File: src/rtl/ex_mem_stage.sv
// ex_mem_stage: elastic EX/MEM pipeline register with a
// two-entry skid buffer, flush, bubble gating and stall counter.
module ex_mem_stage #(
  parameter int XLEN  = 64,
  parameter int REG_W = 5,
  parameter int WB_W  = 2,
  parameter int CNT_W = 16
) (
  input  logic             clk,
  input  logic             rst_n,

  input  logic             in_valid,
  output logic             in_ready,
  input  logic             flush,

  input  logic [WB_W-1:0]  WB,
  input  logic [2:0]       M,
  input  logic [XLEN-1:0]  Adder_Result,
  input  logic [XLEN-1:0]  ALU_Result,
  input  logic             ALU_Zero,
  input  logic [XLEN-1:0]  Forward_B_Mux_Result,
  input  logic [REG_W-1:0] rd,

  output logic             out_valid,
  input  logic             out_ready,

  output logic [WB_W-1:0]  WB_Out,
  output logic             Branch,
  output logic             MemWrite,
  output logic             MemRead,
  output logic [XLEN-1:0]  Adder_Result_Out,
  output logic [XLEN-1:0]  ALU_Result_Out,
  output logic             ALU_Zero_Out,
  output logic [XLEN-1:0]  Forward_B_Mux_Result_Out,
  output logic [REG_W-1:0] rd_out,

  output logic [CNT_W-1:0] stall_cnt
);

  typedef struct packed {
    logic [WB_W-1:0]  wb;
    logic [2:0]       m;
    logic [XLEN-1:0]  add;
    logic [XLEN-1:0]  alu;
    logic             zero;
    logic [XLEN-1:0]  fwd;
    logic [REG_W-1:0] rd;
  } beat_t;

  typedef enum logic [1:0] {
    EMPTY = 2'd0,
    ONE   = 2'd1,
    TWO   = 2'd2
  } state_t;

  state_t state_q;
  state_t state_d;

  beat_t  in_beat;
  beat_t  main_q;
  beat_t  skid_q;

  logic   accept;
  logic   pop;
  logic   main_ld_in;
  logic   main_ld_skid;
  logic   skid_ld;

  assign in_beat.wb   = WB;
  assign in_beat.m    = M;
  assign in_beat.add  = Adder_Result;
  assign in_beat.alu  = ALU_Result;
  assign in_beat.zero = ALU_Zero;
  assign in_beat.fwd  = Forward_B_Mux_Result;
  assign in_beat.rd   = rd;

  // Readiness comes from registered state only, so the
  // upstream never sees a path from out_ready.
  assign in_ready  = (state_q != TWO);
  assign out_valid = (state_q != EMPTY);

  assign accept = in_valid & in_ready;
  assign pop    = out_valid & out_ready;

  // Next state and entry-load selection; flush wins over all.
  always_comb begin
    state_d      = state_q;
    main_ld_in   = 1'b0;
    main_ld_skid = 1'b0;
    skid_ld      = 1'b0;
    unique case (state_q)
      EMPTY: begin
        if (accept) begin
          state_d    = ONE;
          main_ld_in = 1'b1;
        end
      end
      ONE: begin
        unique case (1'b1)
          (accept & pop): begin
            main_ld_in = 1'b1;
          end
          (accept & ~pop): begin
            state_d = TWO;
            skid_ld = 1'b1;
          end
          (~accept & pop): begin
            state_d = EMPTY;
          end
          default: begin
            state_d = ONE;
          end
        endcase
      end
      TWO: begin
        if (pop) begin
          state_d      = ONE;
          main_ld_skid = 1'b1;
        end
      end
      default: begin
        state_d = EMPTY;
      end
    endcase
    if (flush) begin
      state_d = EMPTY;
    end
  end

  // State register.
  always_ff @(posedge clk or negedge rst_n) begin
    if (!rst_n) begin
      state_q <= EMPTY;
    end else begin
      state_q <= state_d;
    end
  end

  // Main entry: fed from input or promoted from skid.
  always_ff @(posedge clk or negedge rst_n) begin
    if (!rst_n) begin
      main_q <= '0;
    end else if (main_ld_skid) begin
      main_q <= skid_q;
    end else if (main_ld_in) begin
      main_q <= in_beat;
    end
  end

  // Skid entry absorbs the beat in flight when MEM stalls.
  always_ff @(posedge clk or negedge rst_n) begin
    if (!rst_n) begin
      skid_q <= '0;
    end else if (skid_ld) begin
      skid_q <= in_beat;
    end
  end

  // Saturating count of cycles where MEM refuses a beat.
  always_ff @(posedge clk or negedge rst_n) begin
    if (!rst_n) begin
      stall_cnt <= '0;
    end else if (out_valid && !out_ready) begin
      if (stall_cnt != '1) begin
        stall_cnt <= stall_cnt + CNT_W'(1);
      end
    end
  end

  // Control is gated so a bubble never writes anything.
  assign WB_Out   = out_valid ? main_q.wb : '0;
  assign Branch   = out_valid & main_q.m[2];
  assign MemWrite = out_valid & main_q.m[1];
  assign MemRead  = out_valid & main_q.m[0];

  assign Adder_Result_Out         = main_q.add;
  assign ALU_Result_Out           = main_q.alu;
  assign ALU_Zero_Out             = main_q.zero;
  assign Forward_B_Mux_Result_Out = main_q.fwd;
  assign rd_out                   = main_q.rd;

endmodule

File: config.mk
export PLATFORM = sky130hd
export DESIGN_NAME = ex_mem_stage
export DESIGN_NICKNAME = d
export VERILOG_FILES = /design/src/rtl/ex_mem_stage.sv
export SDC_FILE = /design/constraint.sdc
export NUM_CORES = 1
export LEC_CHECK = 0
export CORE_MARGIN = 10
export CORE_UTILIZATION = 35
export CTS_CLUSTER_DIAMETER = 150
export DETAILED_ROUTE_END_ITERATION = 7
export GPL_ROUTABILITY_DRIVEN = 0
export HOLD_SLACK_MARGIN = 0.03
export PLACE_DENSITY = 0.62
export SLEW_MARGIN = 20
export SYNTH_ARGS = -nofsm -noshare
export SYNTH_HDL_FRONTEND = slang
export SYNTH_SLANG_ARGS = --single-unit
File: constraint.sdc
create_clock -name clk -period 2.2 [get_ports clk]
set_clock_uncertainty 0.1 [all_clocks]
set_input_delay 0.33 -clock clk [delete_from_list [all_inputs] [get_ports clk]]
set_output_delay 0.33 -clock clk [all_outputs]
set_load 0.02 [all_outputs]
==> flow_summary.rst, run 1 <==
.. list-table::
   :header-rows: 1

   * - Metric
     - Value
   * - Wire per inst
     - slightly below 20 µm
   * - Detailed-route via count
     - about 12,000
   * - Xor and xnor fraction of the mapped netlist area
     - 0.6389%
   * - Vias in the first global route
     - 13,130
   * - Number of buffers and inverters on the critical path
     - 1
   * - IO Count
     - about 430
   * - Sequential share of the synthesized area
     - 55.28%
   * - Fraction of final layout cells with drive strength greater than 1
     - 17.82%
   * - Starting utilization of the core area
     - between 30% and 40%
   * - Worst IR drop on VDD
     - 0.4926 mV
   * - Combinational family with the most area after synthesis
     - multiplexers
   * - Max clock buf depth
     - 3
   * - Clock-pin transition on the worst setup and hold timing paths
     - 0.06 ns
   * - Commonest cells in the netlist
     - 424 x sky130_fd_sc_hd__dfrtp_1, 218 x sky130_fd_sc_hd__buf_4, 210 x sky130_fd_sc_hd__nand2_1, 203 x sky130_fd_sc_hd__mux2i_1, 174 x sky130_fd_sc_hd__mux2_2
   * - Achievable clock frequency
     - 472.0 MHz
   * - Dominant cells by area after synthesis
     - sky130_fd_sc_hd__dfrtp_1 55%, sky130_fd_sc_hd__mux2i_1 11%, sky130_fd_sc_hd__mux2_2 10%, sky130_fd_sc_hd__buf_4 8.5%, sky130_fd_sc_hd__nand2_1 4.1%
   * - Filler Cell Count
     - just under 5,000
   * - Initial detailed-routing violation count
     - slightly below 500
   * - Half-perimeter wire length after placement
     - around 37 mm
   * - Comb pwr share
     - between 20 and 25%
   * - Critical path startpoint category
     - register
   * - Clock Power Share
     - between 30 and 40%
   * - Crit-path slowest cell
     - sky130_fd_sc_hd__clkdlybuf4s50_1
   * - Slew Limit Fails
     - 0
   * - Critical Path Sink Type
     - output pin
   * - Area share of fa/ha/maj cells after synthesis
     - less than 1%
   * - Global Route Usage Sum
     - about 15%
   * - Post-detailed-route DRC marker count
     - 0
   * - Port Buffers
     - around 430
   * - Count of different cell masters after synthesis
     - 35
   * - Register share of total power
     - roughly 44%
   * - Synth-to-Final Area Change
     - 30.23%
   * - Per-instance average area after synthesis
     - about 12 µm²
   * - Switching share of total power
     - 28.03%
   * - Die Span X
     - roughly 250 µm
   * - Core region area
     - between 50,000 and 60,000 µm²
   * - Worst slew slack as a fraction of its limit
     - a little under two thirds
   * - Number of setup buffers added after CTS
     - 0
   * - Worst path required time
     - approximately 1.8 ns
   * - Endpoints failing setup
     - 0
   * - Leakage power of the design
     - between 10 and 15 nW
   * - Class of the tightest hold or removal check
     - input port to async pin
   * - Worst Path Arrival
     - about 1.7 ns
   * - Minimum period implied by the final worst setup slack
     - 2.118 ns
   * - # Max-Cap Violations
     - 0
   * - Detail-routed via count per cell
     - about 4.7
   * - Cell with the most instances after synthesis
     - sky130_fd_sc_hd__dfrtp_1
   * - Number of search-and-repair iterations in the first detailed-routing pass
     - 4
   * - Final Hold Violating Endpoints
     - 0
   * - Power density normalized to cell area
     - 962.5 nW/µm²
   * - Switch Pwr
     - 6.743 mW
   * - Yosys warning count
     - 0
   * - Die Ht
     - between 200 and 300 µm
   * - CTS buffer count
     - between 40 and 50
   * - Place WS
     - -0.1760 ns
   * - Number of H-tree branching levels
     - 2
   * - Cell class contributing the biggest share of worst-path delay
     - buffers and inverters
   * - Summed negative setup slack over all endpoints
     - 0 ns
   * - TritonCTS clock tree
     - done
   * - Cell internal pwr
     - approximately 17 mW
   * - Post-synthesis instance area
     - 19,190 µm²
   * - Type of the setup path with the least slack
     - register to output pin
   * - Post-Synthesis Net Count
     - 1,807
   * - Run status
     - complete, no violations
   * - Clk_lat worst skew
     - ~0.57 ns
   * - CTS Sinks
     - around 420
   * - Slew @ Worst Pin
     - ~0.54 ns
   * - Multiplexer share of the synthesized area
     - 22.56%
   * - Setup repair after global routing missed its margin
     - false
   * - Count of state elements after synthesis
     - between 400 and 500
   * - Worst-case setup margin in the final layout
     - roughly 0.082 ns
   * - Most used flip-flop cell after synthesis
     - sky130_fd_sc_hd__dfrtp_1
   * - EDFF count, synth
     - 0
   * - Count of nets after finishing
     - 2,080
   * - Library cell used as clock root buffer
     - sky130_fd_sc_hd__clkbuf_16
   * - Fraction of registers with async set/reset
     - 100.0%
   * - Initial antenna violation count
     - 3
   * - Pin count of the biggest net entering global routing
     - 56
   * - Compound-gate portion of the synthesized area
     - around 5.7%
   * - Number of standard-cell rows in the floorplan
     - between 80 and 90
   * - Largest incremental delay on the critical path
     - between 0.6 and 0.7 ns
   * - DRT antenna net count
     - 0
   * - First-pass GRT wire length
     - between 70 and 80 mm
   * - Peak fanout along the critical path
     - 6
   * - Cells after synthesis
     - 1,597
   * - Final clock period utilization by the worst path
     - between 90% and 100%
   * - Top cell type by total area after synthesis
     - sky130_fd_sc_hd__dfrtp_1
   * - Simple-gate portion of the synthesized area
     - 5.352%
   * - Top cell type's share of synthesized area
     - between 50% and 60%
   * - Leftover overflow at the end of global routing
     - 0
   * - Total die area
     - about 65,000 µm²
   * - Number of antenna cells inserted
     - 0
   * - Worst path cell trace
     - clkdlybuf4s50_1
   * - Wire length reported by the detailed router
     - ~50 mm
[per-stage QoR]
| stage | instances | total power, mW | util, % | area, µm² | hold slack (ns) |
|---|---|---|---|---|---|
| final | 2604 | 24.06 | 46.26 | 25000 | 0.2108 |
| after global routing | 2604 | 25.30 | 46.26 | 25000 | 0.2283 |
| after CTS | 2604 | 24.40 | 46.26 | 24990 | 0.1950 |
| after detailed placement | 2516 | 16.26 | 43.30 | 23400 | 0.2024 |
| after global placement | 2516 | 16.06 | 43.30 | 23400 | 0.1998 |
| after floorplan | 1597 | 14.19 | - | 19190 | -0.06559 |
[flip-flops by register name, indices dropped and copies added (netlist names)]
signal and flops:
ALU_Zero_Out 1, main_q 5, Forward_B_Mux_Result_Out 64, rd_out 5
skid_q 203, ALU_Result_Out 64, state_q 2, stall_cnt 16
Adder_Result_Out 64
[cell type report]
| type | instances | area (µm²) | area share [%] |
|---|---|---|---|
| Clock buffer | 73 | 1466 | 5.867 |
| Clock inverter | 14 | 130.1 | 0.5206 |
| Inverter | 1 | 3.754 | 0.01502 |
| Multi-Input combinational cell | 884 | 6611 | 26.45 |
| Sequential cell | 424 | 10610 | 42.45 |
| Tap cell | 696 | 870.8 | 3.484 |
| Timing Repair Buffer | 512 | 5303 | 21.21 |
[kinds of logic (layout without fill, tap and decap cells)]
kind of cell,Yosys count,count (layout)
adders and majority gates,2,2
DFF,424,424
xor gates and xnor gates,14,14
muxes,407,407
AOI/OAI and AO/OA,212,212
and+or+nand+nor,249,249
buffers and inverters,289,600
[cell usage in the layout, fill, tap and decap left out, drive strengths merged, types with 2 or more instances in the layout]
| cell | n |
|---|---|
| dfrtp | 424 |
| clkdlybuf4s50 | 418 |
| nand2 | 210 |
| mux2 | 204 |
| mux2i | 203 |
| o21ai | 203 |
| buf | 84 |
| clkbuf | 73 |
| xnor2 | 12 |
| nand3 | 8 |
| clkinv | 8 |
| dlygate4sd2 | 8 |
| nor2b | 8 |
| nand4 | 5 |
| clkinvlp | 4 |
| nand2b | 3 |
| nor2 | 3 |
| and4 | 3 |
| and3 | 3 |
| a21oi | 2 |
| xor2 | 2 |
| o22a | 2 |
| ha | 2 |
| bufinv | 2 |
[power groups by stage]
| stage | Clock, mW | Combinational (mW) | Sequential [mW] |
|---|---|---|---|
| global placement | 0 | 5.32 | 10.7 |
| detailed placement | 0 | 5.46 | 10.8 |
| floorplan | 0 | 3.71 | 10.5 |
| global route | 8.59 | 5.81 | 10.9 |
| CTS | 8.26 | 5.46 | 10.7 |
| finish | 8.03 | 5.36 | 10.7 |
[timing repair]
item,in CTS,in global routing
endpoints found under the hold margin,47,0
gates resized for setup,8,1
hold buffers,1,0
setup endpoints to repair,8,1
pin swaps,0,0
[per-layer routing]
layer	up-vias	track usage [%]	share of wire, %
met3	65	4.112	6.2
met4	6	3.831	1.8
met5	-	0	0.070
met1	6049	18.39	42
met2	284	26.76	50
li1	5806	-	-
[path summary, 6_finish.rpt]
check	start	to	slack, ns	cells past startpoint
setup reg to reg	state_q[1]$_DFFE_PN0P_	skid_q[138]$_DFFE_PN0P_	0.25	6
hold / removal	rst_n	Adder_Result_Out[50]$_DFFE_PN0P_	0.21	2
max in group asynchronous	rst_n	ALU_Result_Out[33]$_DFFE_PN0P_	0.84	3
min in group clk	Forward_B_Mux_Result[25]	skid_q[30]$_DFFE_PN0P_	0.29	2
setup / recovery	stall_cnt[5]$_DFFE_PN0P_	stall_cnt[5]	0.08	1
hold reg to reg	main_q[201]$_DFFE_PN0P_	main_q[201]$_DFFE_PN0P_	0.38	2
(Power assumes the default switching activity.)
==> run 2, diff against run 1 <==
--- a/config.mk
+++ b/config.mk
@@ -17,2 +17,3 @@
 export SYNTH_HDL_FRONTEND = slang
 export SYNTH_SLANG_ARGS = --single-unit
+export TNS_END_PERCENT = 50
==> constraint.sdc (replaced) <==
create_clock -name clk -period 2.2 [get_ports clk]
set_clock_uncertainty 0.1 [all_clocks]
set_input_delay 0.44 -clock clk [delete_from_list [all_inputs] [get_ports clk]]
set_output_delay 0.44 -clock clk [all_outputs]
set_load 0.02 [all_outputs]
==> run 2 against run 1 <==
  * Worst hold slack gained 0.11 ns
  * Core utilization increased by 0.43 points
  * Sequential share of layout area is 0.39 points lower
  * Clock-buffer cell count decreased by 8
  * First-iteration DRC count increased by 8.0%
  * Design area grew 0.93%
  * Critical path depth stayed put
  * Die area stayed put
  * Non-clock buffer count is 14 higher
  * Via count fell by 0.24%
  * Clock power up 3.1%
  * Final cell count increased by 0.65%
==> flow_summary.rst, run 2 (synthesis gave the netlist of run 1 again) <==
.. list-table::
   :header-rows: 1

   * - Metric
     - Value
   * - Run status
     - complete, no violations
   * - Synth-to-Final Area Change
     - 31.44%
   * - Pin count of the biggest net entering global routing
     - 62 (+11%)
   * - DRT antenna net count
     - 0 (unchanged)
   * - Final Hold Violating Endpoints
     - 0 (unchanged)
   * - Wire length reported by the detailed router
     - 49.59 mm (-0.98%)
   * - Port Buffers
     - 428 (unchanged)
   * - Class of the tightest hold or removal check
     - input port to async pin
   * - Fraction of final layout cells with drive strength greater than 1
     - 18.70% (+0.88 points)
   * - Type of the setup path with the least slack
     - register to output pin
   * - Library cell used as clock root buffer
     - sky130_fd_sc_hd__clkbuf_16
   * - Filler Cell Count
     - 4,893 (+0.78%)
   * - Clock-pin transition on the worst setup and hold timing paths
     - 0.06 ns (about the same)
   * - Final clock period utilization by the worst path
     - 97.14% (+0.85 points)
   * - Detailed-route via count
     - 12,180 (-0.24%)
   * - Slew Limit Fails
     - 0 (unchanged)
   * - TritonCTS clock tree
     - done
   * - Setup repair after global routing missed its margin
     - false
   * - Minimum period implied by the final worst setup slack
     - 2.137 ns (+0.01868 ns)
   * - Number of buffers and inverters on the critical path
     - 1 (unchanged)
   * - Crit-path slowest cell
     - sky130_fd_sc_hd__clkdlybuf4s50_1
   * - Max clock buf depth
     - 3 (unchanged)
   * - Number of standard-cell rows in the floorplan
     - 85 (unchanged)
   * - Die Span X
     - 254.2 µm (unchanged)
   * - Die Ht
     - 254.2 µm (unchanged)
   * - Wire per inst
     - 18.92 µm (-1.6%)
   * - Register containing the most flip-flops in the final layout
     - skid_q
   * - Post-route cell area
     - 25,230 µm² (+0.93%)
   * - Power density normalized to cell area
     - 963.1 nW/µm² (about the same)
   * - Max reg flops
     - 203 (unchanged)
   * - CTS Sinks
     - 424 (unchanged)
   * - Global Route met2 Usage
     - 26.01% (-0.75 points)
   * - Worst path required time
     - 1.66 ns (-0.11 ns)
   * - # Max-Cap Violations
     - 0 (unchanged)
   * - Starting utilization of the core area
     - 35.53% (unchanged)
   * - First-pass GRT wire length
     - 76.90 mm (-1.5%)
   * - Achievable clock frequency
     - 467.9 MHz (-0.87%)
   * - Slew @ Worst Pin
     - 0.5463 ns (+0.006018 ns)
   * - Clk_lat worst skew
     - 0.57 ns (about the same)
   * - Count of nets after finishing
     - 2,094 (+0.67%)
   * - Initial antenna violation count
     - 6 (+3)
   * - Leakage power of the design
     - 12.09 nW (+1.8%)
   * - Post-detailed-route DRC marker count
     - 0 (unchanged)
   * - Number of search-and-repair iterations in the first detailed-routing pass
     - 4 (unchanged)
   * - Largest incremental delay on the critical path
     - 0.63 ns (-0.06 ns)
   * - Initial detailed-routing violation count
     - 537 (+8.0%)
   * - Half-perimeter wire length after placement
     - 37.21 mm (+0.83%)
   * - Met1 usage in global routing
     - 18.03% (-0.36 points)
   * - Critical Path Source
     - Forward_B_Mux_Result_Out[9]$_DFFE_PN0P_
   * - Critical path startpoint category
     - register
   * - Worst path cell trace
     - clkdlybuf4s50_1
   * - Number of setup buffers added after CTS
     - 0 (unchanged)
   * - Peak fanout along the critical path
     - 2 (-4)
   * - Critical Path Sink Type
     - output pin
   * - Endpoints failing setup
     - 0 (unchanged)
   * - Core region area
     - 54,030 µm² (unchanged)
   * - Detail-routed via count per cell
     - 4.647 (-0.88%)
   * - Leading cell type in the layout, fill and taps excluded
     - sky130_fd_sc_hd__dfrtp_1
   * - Most used cells in the layout excluding fill and tap cells
     - 424 x sky130_fd_sc_hd__dfrtp_1, 399 x sky130_fd_sc_hd__clkdlybuf4s50_1, 210 x sky130_fd_sc_hd__nand2_1, 203 x sky130_fd_sc_hd__mux2i_1, 174 x sky130_fd_sc_hd__mux2_2
   * - Worst IR drop on VDD
     - 0.6088 mV (+24%)
   * - Vias in the first global route
     - 13,090 (-0.34%)
   * - Leftover overflow at the end of global routing
     - 0 (unchanged)
   * - Global Route Usage Sum
     - 15.07% (-0.24 points)
   * - Cell class contributing the biggest share of worst-path delay
     - buffers and inverters
   * - Number of H-tree branching levels
     - 2 (unchanged)
   * - Most Used Layer, Global Route
     - met2
   * - Worst Path Arrival
     - 1.60 ns (-0.09 ns)
   * - Worst slew slack as a fraction of its limit
     - 63.58% (-0.40 points)
   * - CTS buffer count
     - 47 (unchanged)
   * - Total die area
     - 64,600 µm² (unchanged)
   * - DP Area
     - 23,590 µm² (+0.82%)
   * - GR met3 Demand/Resource
     - 4.041% (-0.071 points)
   * - Summed negative setup slack over all endpoints
     - 0 ns (unchanged)
   * - IO Count
     - 429 (unchanged)
   * - Critical register-to-register path startpoint
     - state_q[1]$_DFFE_PN0P_
-- run 2: layout make-up --
type | count | area [µm²] | area share (%)
sequential | 424 | 10610 | 42.06
multi-input combinational | 884 | 6614 | 26.22
timing repair buffer | 526 | 5485 | 21.74
clock buffer | 65 | 1356 | 5.376
tap | 696 | 870.8 | 3.452
clock inverter | 20 | 275.3 | 1.091
antenna | 5 | 12.51 | 0.04960
inverter | 1 | 3.754 | 0.01488
-- run 2: path summary, 6_finish.rpt --
| path | to | slack (ns) | depth (start not counted) |
|---|---|---|---|
| hold reg to reg | Forward_B_Mux_Result_Out[50]$_DFFE_PN0P_ | 0.38 | 2 |
| setup reg to reg | skid_q[105]$_DFFE_PN0P_ | 0.29 | 6 |
| max in group asynchronous | ALU_Result_Out[11]$_DFFE_PN0P_ | 0.92 | 3 |
| setup / recovery | Forward_B_Mux_Result_Out[9] | 0.06 | 1 |
| hold / removal | Adder_Result_Out[50]$_DFFE_PN0P_ | 0.32 | 2 |
| min in group clk | state_q[1]$_DFFE_PN0P_ | 0.34 | 2 |
-- run 2: per-stage QoR --
stage,hold slack [ns],power [mW],std cells,setup slack [ns],util (%)
2_1_floorplan,0.04441,14.19,1597,0.3087,-
3_3_place_gp,0.3282,16.09,2530,-0.1231,43.66
3_5_place_dp,0.3322,16.29,2530,-0.1166,43.66
4_1_cts,0.2881,24.69,2616,-0.04532,46.67
5_1_grt,0.3247,25.55,2621,0.0004381,46.70
6_report,0.3248,24.30,2621,0.06284,46.70
-- run 2: power by group --
group	leakage [nW]	switching [mW]	total, mW	internal [mW]
sequential	5.16	1.04	10.7	9.62
clock	0.815	3.16	8.28	5.11
combinational	6.11	2.49	5.36	2.87
total	12.1	6.69	24.3	17.6
-- run 2: timing repair --
item / 4_1_cts / 5_1_grt
hold endpoints to repair: 34 / 0
setup endpoints to repair: 24 / 8
hold buffers: 1 / 0
gates resized for setup: 35 / 7
-- run 2: metal layers --
metal / up-vias / routed length (µm)
met5: - / 13
met4: 2 / 1027
met3: 61 / 3092
met2: 279 / 24780
met1: 5993 / 20670
li1: 5846 / -
